File: config.mk
export PLATFORM = sky130hd
export DESIGN_NAME = bcd_quiz_engine
export DESIGN_NICKNAME = d
export VERILOG_FILES = /design/src/rtl/bcd_quiz_engine.sv
export SDC_FILE = /design/constraint.sdc
export NUM_CORES = 1
export LEC_CHECK = 0
export CAP_MARGIN = 20
export CORE_AREA = 2 2 82 163
export DETAILED_ROUTE_END_ITERATION = 16
export DIE_AREA = 0 0 84 165
export GPL_ROUTABILITY_DRIVEN = 0
export HOLD_SLACK_MARGIN = 0.06
export PLACE_DENSITY_LB_ADDON = 0.3
export SYNTH_ARGS = -nofsm -noshare
export SYNTH_HDL_FRONTEND = slang
export SYNTH_SLANG_ARGS = --single-unit
File: constraint.sdc
create_clock -name CLK -period 3.15 [get_ports CLK]
set_input_delay 0.945 -clock CLK [delete_from_list [all_inputs] [get_ports CLK]]
set_output_delay 0.945 -clock CLK [all_outputs]
set_load 0.005 [all_outputs]
File: src/rtl/bcd_quiz_engine.sv
// Multi-round BCD quiz: a debounced button steps an FSM that shows a pseudo-random
// target (hex or decimal) and a saturating decimal score on a scanned 7-segment display.
module bcd_quiz_engine #(
  parameter int SW_W         = 5,
  parameter int DIGITS       = 4,
  parameter int DEBOUNCE_CYC = 500000,
  parameter int REFRESH_CYC  = 100000,
  parameter int RESULT_CYC   = 50000000,
  parameter int ROUNDS       = 10
) (
  input  logic              CLK,
  input  logic              R,
  input  logic              BTN,
  input  logic [SW_W-1:0]   SW,
  output logic [6:0]        cathode,
  output logic [DIGITS-1:0] anode,
  output logic              HEX,
  output logic              DEC,
  output logic              HIT,
  output logic              MISS,
  output logic              DONE
);
  localparam int TN  = DIGITS - 2;
  localparam int TW  = 4 * TN;
  localparam int DBW = $clog2(DEBOUNCE_CYC + 1);
  localparam int RFW = $clog2(REFRESH_CYC + 1);
  localparam int RSW = $clog2(RESULT_CYC + 1);
  localparam int RDW = $clog2(ROUNDS + 1);
  localparam int CVW = $clog2(SW_W + 1);
  localparam int IW  = $clog2(DIGITS);

  typedef enum logic [2:0] {IDLE, NEW, CONV, SHOW, JUDGE, RESULT, DONEST} state_t;
  state_t state, next;

  logic           sync1, sync2, db, db_d, press;
  logic [DBW-1:0] db_cnt;
  logic [15:0]    lfsr;

  logic [SW_W-1:0]      tgt, tsh;
  logic [TW-1:0]        work, adj, work_nx;
  logic [TN-1:0][3:0]   disp;
  logic                 tgt_valid, hit_flag;
  logic [CVW-1:0]       conv_cnt;
  logic [RSW-1:0]       res_cnt;
  logic [RDW-1:0]       round;
  logic [3:0]           score_t, score_o;

  logic                 scan_on;
  logic [RFW-1:0]       rf_cnt;
  logic [IW-1:0]        idx;
  logic [TN-1:0]        lit;
  logic                 any;

  // Button: level is accepted only after DEBOUNCE_CYC consecutive differing samples
  always_ff @(posedge CLK or negedge R) begin
    if (!R) begin
      sync1  <= 1'b0;
      sync2  <= 1'b0;
      db     <= 1'b0;
      db_d   <= 1'b0;
      db_cnt <= '0;
    end else begin
      sync1 <= BTN;
      sync2 <= sync1;
      db_d  <= db;
      if (sync2 == db)
        db_cnt <= '0;
      else if (db_cnt == DBW'(DEBOUNCE_CYC - 1)) begin
        db     <= sync2;
        db_cnt <= '0;
      end else
        db_cnt <= db_cnt + 1'b1;
    end
  end

  assign press = db & ~db_d;

  always_ff @(posedge CLK or negedge R) begin
    if (!R) lfsr <= 16'hACE1;
    else    lfsr <= {1'b0, lfsr[15:1]} ^ (lfsr[0] ? 16'hB400 : 16'h0000);
  end

  always_ff @(posedge CLK or negedge R) begin
    if (!R) state <= IDLE;
    else    state <= next;
  end

  always_comb begin
    next = state;
    case (state)
      IDLE:    if (press) next = NEW;
      NEW:     next = CONV;
      CONV:    if (conv_cnt == CVW'(SW_W - 1)) next = SHOW;
      SHOW:    if (press) next = JUDGE;
      JUDGE:   next = RESULT;
      RESULT:  if (res_cnt == RSW'(RESULT_CYC - 1))
                 next = (round == RDW'(ROUNDS)) ? DONEST : NEW;
      DONEST:  if (press) next = NEW;
      default: next = IDLE;
    endcase
  end

  always_comb begin
    HIT  = (state == RESULT) &  hit_flag;
    MISS = (state == RESULT) & ~hit_flag;
    DONE = (state == DONEST);
  end

  // Double-dabble step; in hex mode skipping the add-3 leaves plain binary nibbles
  always_comb begin
    adj = work;
    if (!HEX)
      for (int i = 0; i < TN; i++)
        if (work[4*i +: 4] >= 4'd5) adj[4*i +: 4] = work[4*i +: 4] + 4'd3;
    work_nx = {adj[TW-2:0], tsh[SW_W-1]};
  end

  always_ff @(posedge CLK or negedge R) begin
    if (!R) begin
      tgt       <= '0;
      tsh       <= '0;
      work      <= '0;
      disp      <= '0;
      tgt_valid <= 1'b0;
      hit_flag  <= 1'b0;
      HEX       <= 1'b0;
      DEC       <= 1'b0;
      conv_cnt  <= '0;
      res_cnt   <= '0;
      round     <= '0;
      score_t   <= '0;
      score_o   <= '0;
    end else begin
      case (state)
        NEW: begin
          tgt      <= lfsr[SW_W-1:0];
          tsh      <= lfsr[SW_W-1:0];
          work     <= '0;
          HEX      <= lfsr[15];
          DEC      <= ~lfsr[15];
          conv_cnt <= '0;
        end
        CONV: begin
          tsh      <= tsh << 1;
          work     <= work_nx;
          conv_cnt <= conv_cnt + 1'b1;
          if (conv_cnt == CVW'(SW_W - 1)) begin
            disp      <= work_nx;
            tgt_valid <= 1'b1;
          end
        end
        JUDGE: begin
          hit_flag <= (SW == tgt);
          round    <= round + 1'b1;
          res_cnt  <= '0;
          if (SW == tgt) begin
            if (score_o != 4'd9)
              score_o <= score_o + 4'd1;
            else if (score_t != 4'd9) begin
              score_o <= 4'd0;
              score_t <= score_t + 4'd1;
            end
          end
        end
        RESULT: res_cnt <= res_cnt + 1'b1;
        DONEST: if (press) begin
          round   <= '0;
          score_t <= '0;
          score_o <= '0;
        end
        default: ;
      endcase
    end
  end

  // Scan starts on the first edge after reset release
  always_ff @(posedge CLK or negedge R) begin
    if (!R) begin
      scan_on <= 1'b0;
      rf_cnt  <= '0;
      idx     <= '0;
    end else begin
      scan_on <= 1'b1;
      if (scan_on) begin
        if (rf_cnt == RFW'(REFRESH_CYC - 1)) begin
          rf_cnt <= '0;
          idx    <= (idx == IW'(DIGITS - 1)) ? '0 : idx + 1'b1;
        end else
          rf_cnt <= rf_cnt + 1'b1;
      end
    end
  end

  function automatic logic [6:0] seg7(input logic [3:0] v);
    case (v)
      4'h0: seg7 = 7'h40;  4'h1: seg7 = 7'h79;  4'h2: seg7 = 7'h24;  4'h3: seg7 = 7'h30;
      4'h4: seg7 = 7'h19;  4'h5: seg7 = 7'h12;  4'h6: seg7 = 7'h02;  4'h7: seg7 = 7'h78;
      4'h8: seg7 = 7'h00;  4'h9: seg7 = 7'h10;  4'hA: seg7 = 7'h08;  4'hB: seg7 = 7'h03;
      4'hC: seg7 = 7'h46;  4'hD: seg7 = 7'h21;  4'hE: seg7 = 7'h06;  default: seg7 = 7'h0E;
    endcase
  endfunction

  // Leading-zero blanking on the target field; the lowest target digit is always lit
  always_comb begin
    any = 1'b0;
    lit = '0;
    for (int i = TN - 1; i >= 0; i--) begin
      any    = any | (disp[i] != 4'd0);
      lit[i] = any | (i == 0);
    end
  end

  always_comb begin
    anode   = '1;
    cathode = 7'h7F;
    if (scan_on) begin
      anode = ~(DIGITS'(1) << idx);
      if (state == IDLE)         cathode = 7'h3F;
      else if (idx == '0)        cathode = seg7(score_o);
      else if (idx == IW'(1))    cathode = seg7(score_t);
      else if (state == DONEST)  cathode = 7'h7F;
      else if (!tgt_valid)       cathode = 7'h3F;
      else
        for (int i = 0; i < TN; i++)
          if (idx == IW'(i + 2)) cathode = lit[i] ? seg7(disp[i]) : 7'h7F;
    end
  end
endmodule
==> impl_results.md, run 1 <==
* CTS tree: done
* Die Area at 13900 um^2
* Unique masters post-synth at 66
* Power per cell area at ~450 nW/um^2
* Largest net degree at the start of global routing at 49
* Max-slew headroom at around 60%
* Slew Viols, Final at 0
* Final core occ at 70.1%
* Share of post-route cells with drive strength above 1 at 15.3%
* Fmax at roughly 0.31 GHz
* Critical path peak fanout at 4
* Tmin final at 3.19 ns
* Register-to-Register Setup Slack at 0.99 ns
* CTS max path bufs at 2
* Initial Util at roughly three fifths
* Non-Filler Instances at 1028
* Fin Setup TNS at -0.0391 ns
* Tightest Pin Transition at 0.598 ns
* Max Cap Viol at 0
* Width of the die at 84 um
* Synth Warn # at 0
* Row cnt at 58
* Met3 usage at 4.50%
* Die H at 165 um
* Final worst slack at -0.0391 ns
* DRC at 0
* Global routing usage on met1 at 27.6%
* Final instance area at a little under 9000 um^2
* Cells after Synth at roughly 810
* Clock Sinks at 133
* Layout area overhead at 16.9%
* TritonCTS Buffers at 17
* Worst-path clk slew at ~0.060 ns
* Via-to-Cell Ratio at 6.03
* Placed cell areas at 8080 um^2
* Cell Area, Synth at 7530 um^2
* Synth Area per Inst at 9.27 um^2
* GRT met2 Usage at around half
* Worst vdd ir at 0.489 mV
* CP required at 2.20 ns
* CP Launch Type: flip-flop
* Synth area leader: dfrtp_1
* Initial antenna violation count at 0
* Hpwl dp at 12500 um
* I/O pin count at 24
* Hold Path Cell Cnt at 0
* Most frequent cells in the layout: dfrtp_1 (123), nor2_1 (90), nand2_1 (82)
* Most common cell after layout, fill and taps aside: dfrtp_1
* Status: complete, but fails checks
* Total GRT Usage at 26.6%
* Drt pass-1 iters at 7
* Routed wire length at 17500 um
* Vias in the first global route at around 6500
* Fin nets at between 900 and 1000
* Vias at 6196
* Fillers at 919
* Synthesized flop and latch total at 133
* Initial DRC Count at 409
* Cells after DPL at between 900 and 1000
* Antenna viol nets, final at 0
* First-pass GRT wire length at between 20000 and 30000 um
* Core area at between 10000 and 15000 um^2
* Static leakage at 3.90 nW
* CTS Hold Bufs at 0
* Port buffer count at 23
* EDFF count, synth at 0
* Hold Path Class: reg2reg
* Critical path class: reg2out
* Synth async-reset ratio at 100%
* Sequential fraction of the synthesis area at 44.3%
* Clock skew at 0.00864 ns
* Post-synth top area share at 41.5%
* Final Cycle Share at 101%
* Syn_nets at 861
* Final hold vios at 0
* Clock Latency Late Sink at 0.41 ns
* Hold_ws at 0.347 ns
* H-tree depth reported by CTS at 4
* CTS root buf: clkbuf_16
* Failing checks: negative setup slack
* Grt total ovfl at 0
* DR WL/cell at 17.0 um
* CP arrival at 2.24 ns
* GRT Max-Usage Layer: met2
* Crit end category: output port
* Reg2Reg Depth at 6
* # diodes at 0
* Final setup viols at 1
* Ys flop type: dfrtp_1
* RSZ-0062 raised after global routing: true
* Top cells by area, synth: dfrtp_1 (42%), ha_1 (6.8%), o21ai_0 (5.2%)
-- stage by stage --
stage	power, mW	setup slack (ns)
detailed placement	1.95	-0.0187
global route	4.07	-0.127
CTS	3.98	-0.0898
finish	3.95	-0.0391
floorplan	1.87	0.502
global placement	1.94	0.0271
-- worst max-delay path, stage by stage (launching register included) --
cell      delay [ns]
dfrtp_1         0.40
inv_2           0.09
ha_4            0.27
inv_2           0.03
mux4_2          0.45
nor2_1          0.10
a21oi_1         0.06
o221ai_2        0.19
nand3_1         0.10
buf_2           0.15
-- metal layers --
layer,vias up,part of all wire [%]
li1,2955,-
met1,3005,37
met2,171,55
met3,65,3.0
met4,0,4.8
met5,-,0
-- timing repair --
item,CTS,global route
pin swaps,11,9
endpoints found under the setup margin,7,7
buffers inserted,7,1
gates resized for setup,42,12
-- power breakdown --
group | internal, mW | leakage, nW | switching [mW]
Combinational | 0.0502 | 1.81 | 0.0763
Sequential | 1.74 | 1.79 | 0.0456
Clock | 1.26 | 0.296 | 0.770
-- Yosys cell counts, types with 7 or more instances --
library cell and instances:
ha_1 41, buf_2 7, nor4_1 7, nand4_1 19, xor2_1 33, and3_1 8, mux2i_1 21, a21oi_1 33
o31ai_1 7, a22o_1 8, xnor2_1 17, nor2_1 90, dfstp_2 8, nor2b_1 7, dfrtp_1 125, clkbuf_1 21
nor3_1 15, nand3_1 37, o211ai_1 10, a31oi_1 7, inv_1 36, o21ai_0 78, nand2b_1 13, nand2_1 83
mux2_2 10
-- sequential cells by signal, indices dropped and copies added, names as in the netlist, 2 cells and up --
| register | flops |
|---|---|
| conv_cnt | 3 |
| db_cnt | 19 |
| disp | 8 |
| idx | 2 |
| lfsr | 16 |
| res_cnt | 26 |
| rf_cnt | 17 |
| round | 4 |
| score_o | 4 |
| score_t | 4 |
| state | 3 |
| tgt | 5 |
| tsh | 5 |
| work | 8 |
-- final timing paths --
kind	startpoint	endpoint
min in group asynchronous	R	lfsr[14]$_DFF_PN0_
max	disp[0]$_DFFE_PN0P_	cathode[3]
max reg2reg	state[0]$_DFFE_PN0P_	disp[2]$_DFFE_PN0P_
min reg2reg	sync1$_DFF_PN0_	sync2$_DFF_PN0_
max in group asynchronous	R	disp[7]$_DFFE_PN0P_
min	sync1$_DFF_PN0_	sync2$_DFF_PN0_
-- cells by family (layout without fill, tap and decap cells) --
kind of cell | count (synthesis) | in the layout | synth area share, %
AND/OR/NAND/NOR | 312 | 312 | 20.3
buffers and inverters | 68 | 134 | 3.62
AO/OA/AOI/OAI | 173 | 173 | 13.9
XOR/XNOR | 50 | 50 | 5.82
flip-flops | 133 | 133 | 44.3
adder cells (fa/ha/maj) | 41 | 41 | 6.81
other | 1 | 1 | 0.0498
multiplexers | 34 | 34 | 5.19
-- cell type report --
cell class	count	area [um^2]	area share (%)
multi-input cells	611	3990	45.3
flip-flops and latches	133	3340	38.0
repair buffers	66	538	6.12
clock buffers	19	433	4.92
well taps	150	188	2.13
clock inverters	13	174	1.98
inverters	36	135	1.54
Note: power is estimated with default switching activity, not from simulation.
==> inputs of run 2 (changes only) <==
- ABC_CLOCK_PERIOD_IN_PS: unset -> 2600
- CORE_AREA: 2 2 82 163 -> 2 2 85 169
- DIE_AREA: 0 0 84 165 -> 0 0 87 171
- clock period: 3.15 -> 2.6 ns (I/O delays scaled with it)
==> run 2 against run 1 <==
Effect of this change: the flow still finishes with violations (negative setup slack); first-iteration DRC count shrank 21%; register-to-register slack lost 0.64 ns; die area grew 7.3%; via count grew 3.1%; critical path depth shrank 1; setup slack lost 0.41 ns; utilization shrank 1.3 points; largest cell class unchanged; largest power group unchanged.
==> impl_results.md, run 2 (synthesized netlist as in run 1, its figures left out) <==
* Final hold vios at 0 (unchanged)
* Clock skew at 0.0117 ns (+0.00305 ns)
* Tightest Pin Transition at 1.02 ns (+0.420 ns)
* Status: complete, but fails checks
* Final instance area at 9400 um^2 (+6.8%)
* Fmax at between 0.3 and 0.4 GHz
* Grt total ovfl at 0 (unchanged)
* Delay of the slowest critical-path stage at 0.45 ns (about the same)
* CTS tree: done
* CP arrival at 2.27 ns (+0.03 ns)
* Max Cap Viol at 0 (unchanged)
* Antenna viol nets, final at 0 (unchanged)
* Power per cell area at 499 nW/um^2 (+11%)
* Critical path class: reg2out
* Vias in the first global route at 6278 (-3.0%)
* Die Area at 14900 um^2 (+7.3%)
* H-tree depth reported by CTS at 4 (unchanged)
* Crit end category: output port
* Register-to-Register Setup Slack at 0.35 ns (-0.64 ns)
* Clock Sinks at 133 (unchanged)
* Area taken by flip-flops and latches at 3340 um^2 (about the same)
* First-pass GRT wire length at 29400 um (-0.70%)
* Worst-path clk slew at 0.07 ns (about the same)
* CTS max path bufs at 2 (unchanged)
* Critical path cell sequence: buf_6, ha_2, buf_4, a21oi_1, o21ai_1, a311oi_1, o41ai_1, buf_2
* Final core occ at 68.8% (-1.3 points)
* Slew Viols, Final at 0 (unchanged)
* Initial antenna violation count at 0 (unchanged)
* CTS root buf: clkbuf_16
* CP delay by family, top: compound AO/OA/AOI/OAI gates
* Width of the die at 87 um (+3.6%)
* Port buffer count at 23 (unchanged)
* Vias at 6386 (+3.1%)
* Tmin final at 3.05 ns
* DRC at 0 (unchanged)
* Max-slew headroom at 31.9% (-28 points)
* Core area at 13700 um^2 (+8.8%)
* Reg2reg start: state[1]$_DFFE_PN0P_
* Total GRT Usage at 24.5% (-2.1 points)
* Die H at 171 um (+3.6%)
* Final Cycle Share at 117%
* Fin Setup TNS at -2.23 ns (-2.19 ns)
* Share of post-route cells with drive strength above 1 at 22.5% (+7.3 points)
* I/O pin count at 24 (unchanged)
* Largest regs: res_cnt: 26 flops, db_cnt: 19 flops, rf_cnt: 17 flops
* Reg with most FFs: res_cnt
* CTS Hold Bufs at 0 (unchanged)
* Layout area overhead at 24.8%
* Row cnt at 61 (+5.2%)
* Final setup viols at 7 (+6)
* Critical path peak fanout at 4 (unchanged)
* RR Endpoint: conv_cnt[2]$_DFFE_PN0P_
* RSZ-0062 raised after global routing: true
* # diodes at 0 (unchanged)
* CP required at 1.82 ns (-0.38 ns)
* Failing checks: negative setup slack
* CP Launch Type: flip-flop
* Multi-input logic area at 4140 um^2 (+3.7%)
* TritonCTS Buffers at 17 (unchanged)
* Via-to-Cell Ratio at 5.84 (-3.1%)
* Worst vdd ir at 0.452 mV (-7.7%)
* Static leakage at 4.21 nW (+8.0%)
* Reg2Reg Depth at 7 (+1)
* Initial DRC Count at 324 (-21%)
* Buf/Inv on CP at 3 (unchanged)
* Slowest-stage cell, CP: o41ai_1
* DR WL/cell at 16.1 um (-5.4%)
* Max reg flops at 26 (unchanged)
* Final worst slack at -0.450 ns (-0.411 ns)
* Clock Latency Late Sink at 0.42 ns (about the same)
* Hpwl dp at 11400 um (-8.8%)
* Drt pass-1 iters at 6 (-1)
* Most frequent cells in the layout: dfrtp_1 (125), buf_4 (92), nor2_1 (88)
* Most common cell after layout, fill and taps aside: dfrtp_1
* Fin nets at 972 (+6.3%)
* Fillers at 979 (+6.5%)
* Routed wire length at 17600 um (+0.60%)
* Initial Util at 55.1% (-4.9 points)
* Placed cell areas at 8520 um^2 (+5.4%)
* Hold Path Class: in2async
* Largest net degree at the start of global routing at 46 (-6.1%)
## run 2: cell count changes in the layout (fill, tap and decap cells not counted), sizes merged
cell,change
buf,+62
clkdlybuf4s50,-6
clkbuf,-5
inv,+4
bufinv,-3
clkinvlp,+3
dlygate4sd2,+3
dlymetal6s2s,+3
clkinv,-2
clkdlybuf4s15,-1
## run 2: per-stage QoR
stage | hold slack, ns | instances | power (mW) | setup slack (ns)
global route | 0.298 | 1093 | 4.85 | -0.576
finish | 0.271 | 1093 | 4.69 | -0.450
global placement | 0.334 | 1050 | 2.35 | -0.278
floorplan | 0.331 | 812 | 2.27 | 0.117
CTS | 0.286 | 1087 | 4.73 | -0.408
detailed placement | 0.346 | 1050 | 2.36 | -0.312
## run 2: worst reg2reg max path, stage by stage (launching register included)
cell and delay (ns):
dfrtp_1 0.41, buf_6 0.15, buf_4 0.14, and2b_1 0.16
nor2b_1 0.14, nor2_1 0.77, o21ai_0 0.21, o21ai_0 0.16
## run 2: how the worst max path moves through the flow
stage,cells after the start,startpoint,endpoint
after floorplan,8,disp[0]$_DFFE_PN0P_,cathode[3]
after global placement,9,disp[1]$_DFFE_PN0P_,cathode[3]
after detailed placement,9,disp[1]$_DFFE_PN0P_,cathode[3]
after CTS,9,disp[0]$_DFFE_PN0P_,cathode[3]
after global routing,8,disp[0]$_DFFE_PN0P_,cathode[6]
final,8,disp[0]$_DFFE_PN0P_,cathode[6]
## run 2: cell type report
class	count	share of cell area [%]
multi-input combinational	611	44.0
sequential	133	35.5
timing repair buffer	124	10.7
clock buffer	17	4.53
tap	157	2.09
clock inverter	15	1.69
inverter	36	1.44
## run 2: report_power, final
group          internal (mW)  switching [mW]  total (mW)  leakage (nW)
clock network           1.28            1.09        2.37         0.273
logic                 0.0628          0.0919       0.155          2.14
registers               2.11          0.0545        2.17          1.79
## run 2: repair_timing
item,in CTS,in global routing
gates resized for setup,72,28
gates cloned,0,0
buffers inserted,6,6
endpoints found under the setup margin,11,10
pin swaps,21,18
## run 2: layer usage
metal / track usage (%) / vias to the layer above / share of wire [%]
li1: - / 3075 / -
met1: 32.4 / 3097 / 43
met2: 39.9 / 165 / 51
met3: 4.25 / 49 / 3.4
met4: 9.24 / 0 / 2.9
met5: 0 / - / 0
==> inputs of run 3 (changes only) <==
- SLEW_MARGIN: unset -> 20
==> results of run 3 <==
No change in the layout: final DEF, timing and power equal those of run 2.
